### src/rtl/popcount_arbiter_pkg.sv
// rtl/popcount_arbiter_pkg.sv - shared widths, types and round-robin helper for popcount_arbiter
//
// Purpose : default sizing for the popcount arbiter slice, the requester-ID and
//           occupancy types, and the modulo-NUM_REQ pointer increment.
// Ports   : none (package).
`ifndef CFG_VEC_WIDTH
`define CFG_VEC_WIDTH 8
`endif
`ifndef CFG_VEC_POPCOUNT_WIDTH
`define CFG_VEC_POPCOUNT_WIDTH 4
`endif

package popcount_arb_pkg;

  localparam int DEF_NUM_REQ         = 4;
  localparam int DEF_MAX_OUTSTANDING = 4;
  localparam int DEF_VEC_WIDTH       = `CFG_VEC_WIDTH;
  localparam int DEF_POPCNT_WIDTH    = `CFG_VEC_POPCOUNT_WIDTH;

  localparam int PKG_ID_WIDTH  = (DEF_NUM_REQ > 1) ? $clog2(DEF_NUM_REQ) : 1;
  localparam int PKG_OCC_WIDTH = $clog2(DEF_MAX_OUTSTANDING + 1);

  typedef logic [PKG_ID_WIDTH-1:0]  req_id_t;
  typedef logic [PKG_OCC_WIDTH-1:0] occ_t;

  // Wraps at num_req, not at the next power of two, so non-power-of-two
  // requester counts never point at a requester that does not exist.
  function automatic int unsigned next_rr(input int unsigned ptr, input int unsigned num_req);
    return (ptr + 1 >= num_req) ? 32'd0 : ptr + 1;
  endfunction

endpackage

### src/rtl/popcount_tag_fifo.sv
// rtl/popcount_tag_fifo.sv - in-order requester-ID FIFO for popcount_arbiter
//
// Purpose : remembers which requester issued each outstanding popcount so the
//           result can be routed back in issue order.
// Ports   : clk, rst_n (sync, active-low)
//           push, push_data  - enqueue one ID (ignored when full)
//           pop              - dequeue head (ignored when empty)
//           full, empty      - derived from registered occupancy
//           count            - registered occupancy
//           head             - ID at the head of the queue
module popcount_tag_fifo #(
  parameter int WIDTH     = 2,
  parameter int DEPTH     = 4,
  parameter int CNT_WIDTH = $clog2(DEPTH + 1)
) (
  input  logic                 clk,
  input  logic                 rst_n,
  input  logic                 push,
  input  logic [WIDTH-1:0]     push_data,
  input  logic                 pop,
  output logic                 full,
  output logic                 empty,
  output logic [CNT_WIDTH-1:0] count,
  output logic [WIDTH-1:0]     head
);

  localparam int PTR_WIDTH = $clog2(DEPTH);

  logic [WIDTH-1:0]     mem [DEPTH];
  logic [PTR_WIDTH-1:0] wr_ptr;
  logic [PTR_WIDTH-1:0] rd_ptr;
  logic                 do_push;
  logic                 do_pop;

  // Full/empty come from the registered count only, so a pop in the same
  // cycle never makes room for a push.
  assign full    = (count == CNT_WIDTH'(DEPTH));
  assign empty   = (count == '0);
  assign do_push = push && !full;
  assign do_pop  = pop && !empty;
  assign head    = mem[rd_ptr];

  always_ff @(posedge clk) begin
    if (do_push) begin
      mem[wr_ptr] <= push_data;
    end
  end

  // DEPTH is a power of two, so the pointers wrap naturally.
  always_ff @(posedge clk) begin
    if (!rst_n) begin
      wr_ptr <= '0;
      rd_ptr <= '0;
      count  <= '0;
    end else begin
      if (do_push) wr_ptr <= wr_ptr + 1'b1;
      if (do_pop)  rd_ptr <= rd_ptr + 1'b1;
      case ({do_push, do_pop})
        2'b10:   count <= count + CNT_WIDTH'(1);
        2'b01:   count <= count - CNT_WIDTH'(1);
        default: count <= count;
      endcase
    end
  end

endmodule

### src/rtl/popcount_arbiter.sv
// rtl/popcount_arbiter.sv - shares one Popcount datapath among NUM_REQ valid/ready requesters
//
// Purpose : round-robin request arbitration with a grant lock on the input
//           side, in-order result routing through a tag FIFO on the output side.
//           Zero added latency in either direction.
// Ports   : clk, rst_n (sync, active-low)
//           req_valid/req_ready/req_vec  - per-requester vector streams
//           rsp_valid/rsp_ready          - per-requester result handshake
//           rsp_popcount                 - shared result bus
//           pc_in_valid/pc_in_ready/pc_vec              - to/from Popcount input
//           pc_out_valid/pc_next_ready/pc_popcount      - to/from Popcount output
//           outstanding   - tag FIFO occupancy
//           err_underflow - sticky: a result arrived with no outstanding tag
module popcount_arbiter
  import popcount_arb_pkg::*;
#(
  parameter int    NUM_REQ         = DEF_NUM_REQ,
  parameter int    VEC_WIDTH       = DEF_VEC_WIDTH,
  parameter int    POPCNT_WIDTH    = DEF_POPCNT_WIDTH,
  parameter int    MAX_OUTSTANDING = DEF_MAX_OUTSTANDING,
  localparam int   ID_WIDTH        = (NUM_REQ > 1) ? $clog2(NUM_REQ) : 1,
  localparam int   OCC_WIDTH       = $clog2(MAX_OUTSTANDING + 1)
) (
  input  logic                         clk,
  input  logic                         rst_n,
  input  logic [NUM_REQ-1:0]           req_valid,
  output logic [NUM_REQ-1:0]           req_ready,
  input  logic [NUM_REQ*VEC_WIDTH-1:0] req_vec,
  output logic [NUM_REQ-1:0]           rsp_valid,
  input  logic [NUM_REQ-1:0]           rsp_ready,
  output logic [POPCNT_WIDTH-1:0]      rsp_popcount,
  output logic                         pc_in_valid,
  input  logic                         pc_in_ready,
  output logic [VEC_WIDTH-1:0]         pc_vec,
  input  logic                         pc_out_valid,
  output logic                         pc_next_ready,
  input  logic [POPCNT_WIDTH-1:0]      pc_popcount,
  output logic [OCC_WIDTH-1:0]         outstanding,
  output logic                         err_underflow
);

  logic [ID_WIDTH-1:0] rr_ptr;
  logic                lock;
  logic [ID_WIDTH-1:0] locked_id;
  logic [ID_WIDTH-1:0] grant;
  logic [ID_WIDTH-1:0] head;
  logic                fifo_full;
  logic                fifo_empty;
  logic                can_issue;
  logic                accept;
  logic                pop;
  logic                head_ready;

  // Grant: first valid requester at or above rr_ptr, else first valid below
  // it. Scanning downward leaves the lowest matching index in each half.
  logic                found_hi;
  logic                found_lo;
  logic [ID_WIDTH-1:0] grant_hi;
  logic [ID_WIDTH-1:0] grant_lo;

  always_comb begin
    found_hi = 1'b0;
    found_lo = 1'b0;
    grant_hi = '0;
    grant_lo = '0;
    for (int i = NUM_REQ - 1; i >= 0; i--) begin
      if (req_valid[i]) begin
        if (ID_WIDTH'(i) >= rr_ptr) begin
          found_hi = 1'b1;
          grant_hi = ID_WIDTH'(i);
        end else begin
          found_lo = 1'b1;
          grant_lo = ID_WIDTH'(i);
        end
      end
    end
    if (lock)          grant = locked_id;
    else if (found_hi) grant = grant_hi;
    else if (found_lo) grant = grant_lo;
    else               grant = rr_ptr;
  end

  // Every handshake output is forced low while reset is asserted, before the
  // registered state has had a clock edge to clear.
  assign can_issue   = !fifo_full;
  assign pc_in_valid = rst_n && can_issue && (lock || (|req_valid));
  assign accept      = pc_in_valid && pc_in_ready;

  always_comb begin
    pc_vec    = '0;
    req_ready = '0;
    for (int i = 0; i < NUM_REQ; i++) begin
      if (grant == ID_WIDTH'(i)) begin
        req_ready[i] = rst_n && can_issue && pc_in_ready;
        if (pc_in_valid) pc_vec = req_vec[i*VEC_WIDTH +: VEC_WIDTH];
      end
    end
  end

  // Results are delivered strictly in issue order: a stalled head blocks
  // everything behind it.
  always_comb begin
    rsp_valid  = '0;
    head_ready = 1'b0;
    for (int i = 0; i < NUM_REQ; i++) begin
      if (head == ID_WIDTH'(i)) begin
        rsp_valid[i] = rst_n && pc_out_valid && !fifo_empty;
        head_ready   = rsp_ready[i];
      end
    end
  end

  assign rsp_popcount  = pc_popcount;
  assign pc_next_ready = rst_n && !fifo_empty && head_ready;
  assign pop           = pc_out_valid && pc_next_ready;

  always_ff @(posedge clk) begin
    if (!rst_n) begin
      rr_ptr        <= '0;
      lock          <= 1'b0;
      locked_id     <= '0;
      err_underflow <= 1'b0;
    end else begin
      if (accept) begin
        lock   <= 1'b0;
        rr_ptr <= ID_WIDTH'(next_rr(32'(grant), NUM_REQ));
      end else if (pc_in_valid) begin
        // Offered but not taken: freeze the grant so the vector on pc_vec
        // cannot change under Popcount. A full FIFO leaves the lock untouched.
        lock      <= 1'b1;
        locked_id <= grant;
      end
      if (pc_out_valid && fifo_empty) begin
        err_underflow <= 1'b1;
      end
    end
  end

  popcount_tag_fifo #(
    .WIDTH     (ID_WIDTH),
    .DEPTH     (MAX_OUTSTANDING),
    .CNT_WIDTH (OCC_WIDTH)
  ) u_tag_fifo (
    .clk       (clk),
    .rst_n     (rst_n),
    .push      (accept),
    .push_data (grant),
    .pop       (pop),
    .full      (fifo_full),
    .empty     (fifo_empty),
    .count     (outstanding),
    .head      (head)
  );

endmodule

### config.mk
export PLATFORM = sky130hd
export DESIGN_NAME = popcount_arbiter
export DESIGN_NICKNAME = d
export VERILOG_FILES = /design/src/rtl/popcount_arbiter_pkg.sv /design/src/rtl/popcount_tag_fifo.sv /design/src/rtl/popcount_arbiter.sv
export SDC_FILE = /design/constraint.sdc
export NUM_CORES = 1
export LEC_CHECK = 0
export CAP_MARGIN = 0
export CORE_MARGIN = 2
export CORE_UTILIZATION = 44
export DETAILED_ROUTE_END_ITERATION = 12
export PLACE_DENSITY = 0.87
export SYNTH_ARGS = -nofsm -noshare
export SYNTH_HDL_FRONTEND = slang
export SYNTH_SLANG_ARGS = --single-unit
### constraint.sdc
create_clock -name clk -period 8.3 [get_ports clk]
set_input_delay 2.075 -clock clk [delete_from_list [all_inputs] [get_ports clk]]
set_output_delay 2.075 -clock clk [all_outputs]
set_load 0.005 [all_outputs]
# ---- Yosys cells after proc, flatten, opt, wreduce, memory -nomap -nowiden
# Memories as Yosys holds them, arrays and structs flattened. A register that Yosys moved wholly into a read port is not among the register bits.
# Index checks and enable logic that the tools add are counted.
dict set report word_totals {
  reg_bits 13
  mem_bits_rw 8
  output_inout_bits 26
  n_memories 1
}
dict set report classes {
  addsub 5
  n_lt_le_gt_ge 5
  eq_ne 9
  muxes 61
  bitwise 2
  reduce_logical 22
}
# name words word_bits rd rd_clocked_by_memory_dff wr line_no
set mem_list {}
lappend mem_list {u_tag_fifo.mem 4 2 1 1 1 popcount_tag_fifo.sv:29} ;# logic [WIDTH-1:0] mem [DEPTH];
# cell n
set ops {}
lappend ops {{8-bit 2-to-1 mux} 8}
lappend ops {{2-bit 2-to-1 mux} 22}
lappend ops {{1-bit 2-to-1 mux} 30}
lappend ops {{1-bit logical AND} 12}
lappend ops {{2-bit == test (second input constant)} 5}
lappend ops {{2-bit by 1-bit == test with 1-bit output (second input constant)} 3}
lappend ops {{3-bit case mux with 2 select lines} 1}
lappend ops {{2-bit by 1-bit adder with 2-bit output (second input constant)} 2}
lappend ops {{1-bit by 2-bit >= comparator with 1-bit output (first input constant)} 2}
lappend ops {{2-bit >= comparator (first input constant)} 2}
lappend ops {{2-bit logical NOT} 2}
lappend ops {{4-bit OR reduction} 1}
lappend ops {{2-bit by 1-bit adder with 3-bit output (second input constant)} 1}
lappend ops {{3-bit by 1-bit adder with 3-bit output (second input constant)} 1}
lappend ops {{3-bit == test (second input constant)} 1}
lappend ops {{3-bit >= comparator (second input constant)} 1}
lappend ops {{3-bit logical NOT} 1}
lappend ops {{3-bit by 1-bit subtractor with 3-bit output (second input constant)} 1}
lappend ops {{1-bit logical NOT} 2}
lappend ops {{1-bit inverter} 2}
lappend ops {{2-bit AND reduction} 1}
lappend ops {{2-bit nonzero test} 1}
lappend ops {{2-bit OR reduction} 1}
lappend ops {{1-bit logical OR} 1}

# ---- Longest topological paths before layout
dict set report logic_depth {
  word_depth 20
  depth_mapped 11
  ltp_nobuf 10
}

# ---- Cells and area by module
# A second synthesis with hierarchy kept.
dict set report hier_totals {
  cells_unflattened 183
  hier_area_um2 1675.4
}
# mod n_inst cells_per_inst area_each_um2 seq_area_each_um2
set by_module_without_submodules {}
lappend by_module_without_submodules {popcount_arbiter 1 119 895.9 120.1}
lappend by_module_without_submodules {popcount_tag_fifo 1 64 779.5 420.4}

# ---- Least setup slack after synthesis
# No wires, ideal clock.
dict set report synth_path {
  kind {input port to output port}
  start {in req_valid[1]}
  end {out pc_vec[6]}
  arrival_time_ns 3.967
  t_required_ns 6.225
  slack_ns 2.258
  stages 11
  path_buffers 1
  cell_sequence {nor3b_1 a2111oi_0 o31ai_1 inv_1 ha_1 clkbuf_1 nand3b_1 a21oi_1 a21oi_1 o21ai_0 and2_1}
}
dict set report synth_via {
  elab_chain_cells 14
  word_cells_on_any_way 30
  cone_classes {eq/ne: 3; mux: 23; reduce/logical: 4}
}
# item line_no
set synth_lines {}
lappend synth_lines {{start: declaration} popcount_arbiter.sv:26} ;# input logic [NUM_REQ-1:0] req_valid,
lappend synth_lines {{2-bit 2-to-1 mux or 1-bit 2-to-1 mux (tied branches)} popcount_arbiter.sv:67} ;# if (req_valid[i]) begin
lappend synth_lines {{2-bit 2-to-1 mux or 1-bit 2-to-1 mux (tied branches)} popcount_arbiter.sv:68} ;# if (ID_WIDTH'(i) >= rr_ptr) begin
lappend synth_lines {{2-bit 2-to-1 mux or 1-bit 2-to-1 mux (tied branches)} popcount_arbiter.sv:67}
lappend synth_lines {{2-bit 2-to-1 mux} popcount_arbiter.sv:79} ;# else if (found_lo) grant = grant_lo;
lappend synth_lines {{2-bit 2-to-1 mux (*)} popcount_arbiter.sv:78} ;# else if (found_hi) grant = grant_hi;
lappend synth_lines {{2-bit 2-to-1 mux (*)} popcount_arbiter.sv:77} ;# if (lock) grant = locked_id;
lappend synth_lines {{via grant[1]} popcount_arbiter.sv:45} ;# logic [ID_WIDTH-1:0] grant;
lappend synth_lines {{2-bit logical NOT} popcount_arbiter.sv:93} ;# if (grant == ID_WIDTH'(i)) begin
lappend synth_lines {{8-bit 2-to-1 mux} popcount_arbiter.sv:93}
lappend synth_lines {{8-bit 2-to-1 mux} popcount_arbiter.sv:95} ;# if (pc_in_valid) pc_vec = req_vec[i*VEC_WIDTH +: VEC_WIDTH];
lappend synth_lines {{8-bit 2-to-1 mux} popcount_arbiter.sv:93}
lappend synth_lines {{8-bit 2-to-1 mux} popcount_arbiter.sv:95}
lappend synth_lines {{8-bit 2-to-1 mux} popcount_arbiter.sv:93}
lappend synth_lines {{8-bit 2-to-1 mux} popcount_arbiter.sv:95}
lappend synth_lines {{8-bit 2-to-1 mux (*)} popcount_arbiter.sv:93}
lappend synth_lines {{end: declaration} popcount_arbiter.sv:34} ;# output logic [VEC_WIDTH-1:0] pc_vec,
# The timed path passes the listed nets; every way through them passes the cells marked *.

# ---- Worst setup path in the final report
dict set report layout_path {
  start {in req_valid[1]}
  end {out pc_vec[1]}
}
# The elaborated chain is that of the path after synthesis.

==> impl_metrics.ini <==
[logic_synthesis]
synth_cell_types = 42
synthesis.area_sq_um = 1550
syn_nets = 240
synth_top_flop_cell = dfxtp_1
synth_seq_cells = 23
synth.avg_cell_area_sq_um = 8.52
synthCells = 182
yosysWarnings = 0
synthTopCellsByArea = dfxtp_1, edfxtp_1, nor2_1
synth_top_cell_by_area = dfxtp_1
ys_top_cells_by_count = nor2_1, a21oi_1, dfxtp_1
ys_seq_area_frac = 0.349
synth-edff-count = 8
synthArstFlopShare = 0
synth.top_cell.area_share = 0.194
yosys.cell_count.top_type = nor2_1

[worst_hold_path]
min-delay-path-class = flop to flop
min_path_cells = 2

[final_layout]
n_fill_cell = 312
area_growth_pct = 44.7
multiInputGateArea_sq_um = 901
n_antenna_cell = 0
drive_gt1_frac = 0.0620
seq_area_sq_um = 541
final_nets = 301

[global_route]
grt_pass1_vias = 1472
grt_pass1_wl_um = 6220
gr-usage-all-layers = 0.195
antenna_found_initial = 0
grt_overflow = 0
grt_max_degree = 18

[sta]
finalSetupViolCount = 0
rsz0062_at_grt = false
hold_violations = 0
slew_headroom = 0.649
finClkSkew_ps = 7.01
worstMarginPinSlew_ps = 527
post-route-period-util = 0.882
tns_ps = 0
clock.fmax_mhz = 137
slew_viol_final = 0
period_needed_ps = 7320
fin_ws_ps = 983

[placed_design]
pre_cts_slack_ps = 990
dp.final_hpwl_um = 3040
io_buffers = 65
gp_congestion = 0.800

[setup_path]
crit_fanout = 7
worstPathRequired_ps = 6230
arrival_ps = 5240
endpoint_kind = primary output
reg2regPathDepth = 10
startpoint_type = primary input
path_class = primary input to primary output

[floorplanning]
die-area_sq_um = 4010
core_sq_um = 3360
num_rows = 21
initial_core_util = 0.461
die_w_um = 63.4
num_io_pins = 74
dieHeight_um = 63.4

[status]
status = finished, final reports clean

[clock_network]
path_clk_slew_ps = 140
clock_path_buffers = 2
cts_hold_buf = 0
cts_sinks = 23
ctsResizeCount = 0
post_cts_buffers = 0
cts.htree.levels = 1
worstSkewPairLatency_ps = 330
cts-root-buf = clkbuf_4
cts_tree = yes
cts_buffers = 3

[drt]
drtIter0Drc = 41
wl_met2_um = 1900
vias = 1512
m1WireLength_um = 1460
ant_nets = 0
avgRoutedWirePerCell_um = 13.1
dr.pass1.iters = 4
vias_per_cell = 5.25
postRouteWirelength_um = 3780
top_layer = met4
drc = 0
wl_met3_um = 379

[power_and_ir_drop]
p_per_area_nw_per_um2 = 130
peakVddDrop_mv = 0.0648
p_leak_nw = 0.843

[run]
drv_cap = 0
-- sequential cells by signal (all words and copies together), names as in the netlist, named ones only --
signal	flops
u_tag_fifo.mem	8
u_tag_fifo.count	3
locked_id	2
rr_ptr	2
u_tag_fifo.rd_ptr	2
u_tag_fifo.wr_ptr	2
err_underflow	1
lock	1
-- worst max-delay path, cell delays in order --
cell	delay, ps
clkdlybuf4s50_1	560
nor2_1	60
a2111oi_0	490
o31ai_1	130
buf_4	180
inv_1	90
ha_1	200
nor2b_1	400
a221oi_1	140
nor3_1	230
a21oi_1	80
nor2_1	110
clkdlybuf4s50_1	500
-- per-stage QoR --
stage	std cells	power [mW]	hold WS (ps)	instance area, sq um	util
floorplan	182	0.187	427	1550	-
global placement	284	0.237	441	2210	0.658
detailed placement	284	0.239	447	2210	0.658
CTS	288	0.295	497	2240	0.667
global route	288	0.312	528	2240	0.667
finish	288	0.292	490	2240	0.667
-- per-layer routing --
layer / vias to the layer above / track usage
met5: - / 0
met4: 0 / 0.0707
met3: 5 / 0.0679
met2: 69 / 0.367
met1: 687 / 0.196
li1: 751 / -
-- layout by cell type, fill, tap and decap left out, types with 2 or more instances in the layout --
master           count
a21oi_1             17
a221oi_1             7
and2_1               5
mux2i_1              4
ha_1                 9
dfxtp_1             15
nand2b_1             2
nor2_1              34
nor2b_1              4
inv_1               14
clkdlybuf4s50_1     65
a211oi_1             3
nor3_1               8
xnor2_1              2
nand2_1             10
clkbuf_4             3
mux4_2               2
xor2_1               2
edfxtp_1             8
o21ai_0              5
-- final timing paths --
| check | startpoint | end | slack (ps) |
|---|---|---|---|
| max | req_valid[1] | pc_vec[1] | 980 |
| min | err_underflow | err_underflow | 490 |
| max reg2reg | u_tag_fifo.count[2] | u_tag_fifo.count[2] | 5480 |
| min reg2reg | err_underflow | err_underflow | 490 |
-- cell families after synthesis --
kind of cell | Yosys count | share of synthesized area
muxes | 6 | 0.0549
DFF | 23 | 0.349
xor gates and xnor gates | 4 | 0.0226
adders and majority gates | 10 | 0.0856
buffers and inverters | 25 | 0.0702
and+or+nand+nor | 74 | 0.236
AOI/OAI and AO/OA | 40 | 0.182
-- report_power, final --
group | leakage [nW] | internal, mW | switching (mW)
sequential | 0.196 | 0.123 | 0.00495
clock | 0.0139 | 0.0185 | 0.0376
combinational | 0.632 | 0.0596 | 0.0487
-- final cells by class --
type	count	area share
Inverter	15	0.0251
Multi-Input combinational cell	134	0.402
Sequential cell	23	0.241
Clock buffer	3	0.0100
Timing Repair Buffer	66	0.293
Tap cell	46	0.0257
Clock inverter	1	0.00335
No activity file was read; power rests on OpenSTA's default activity.
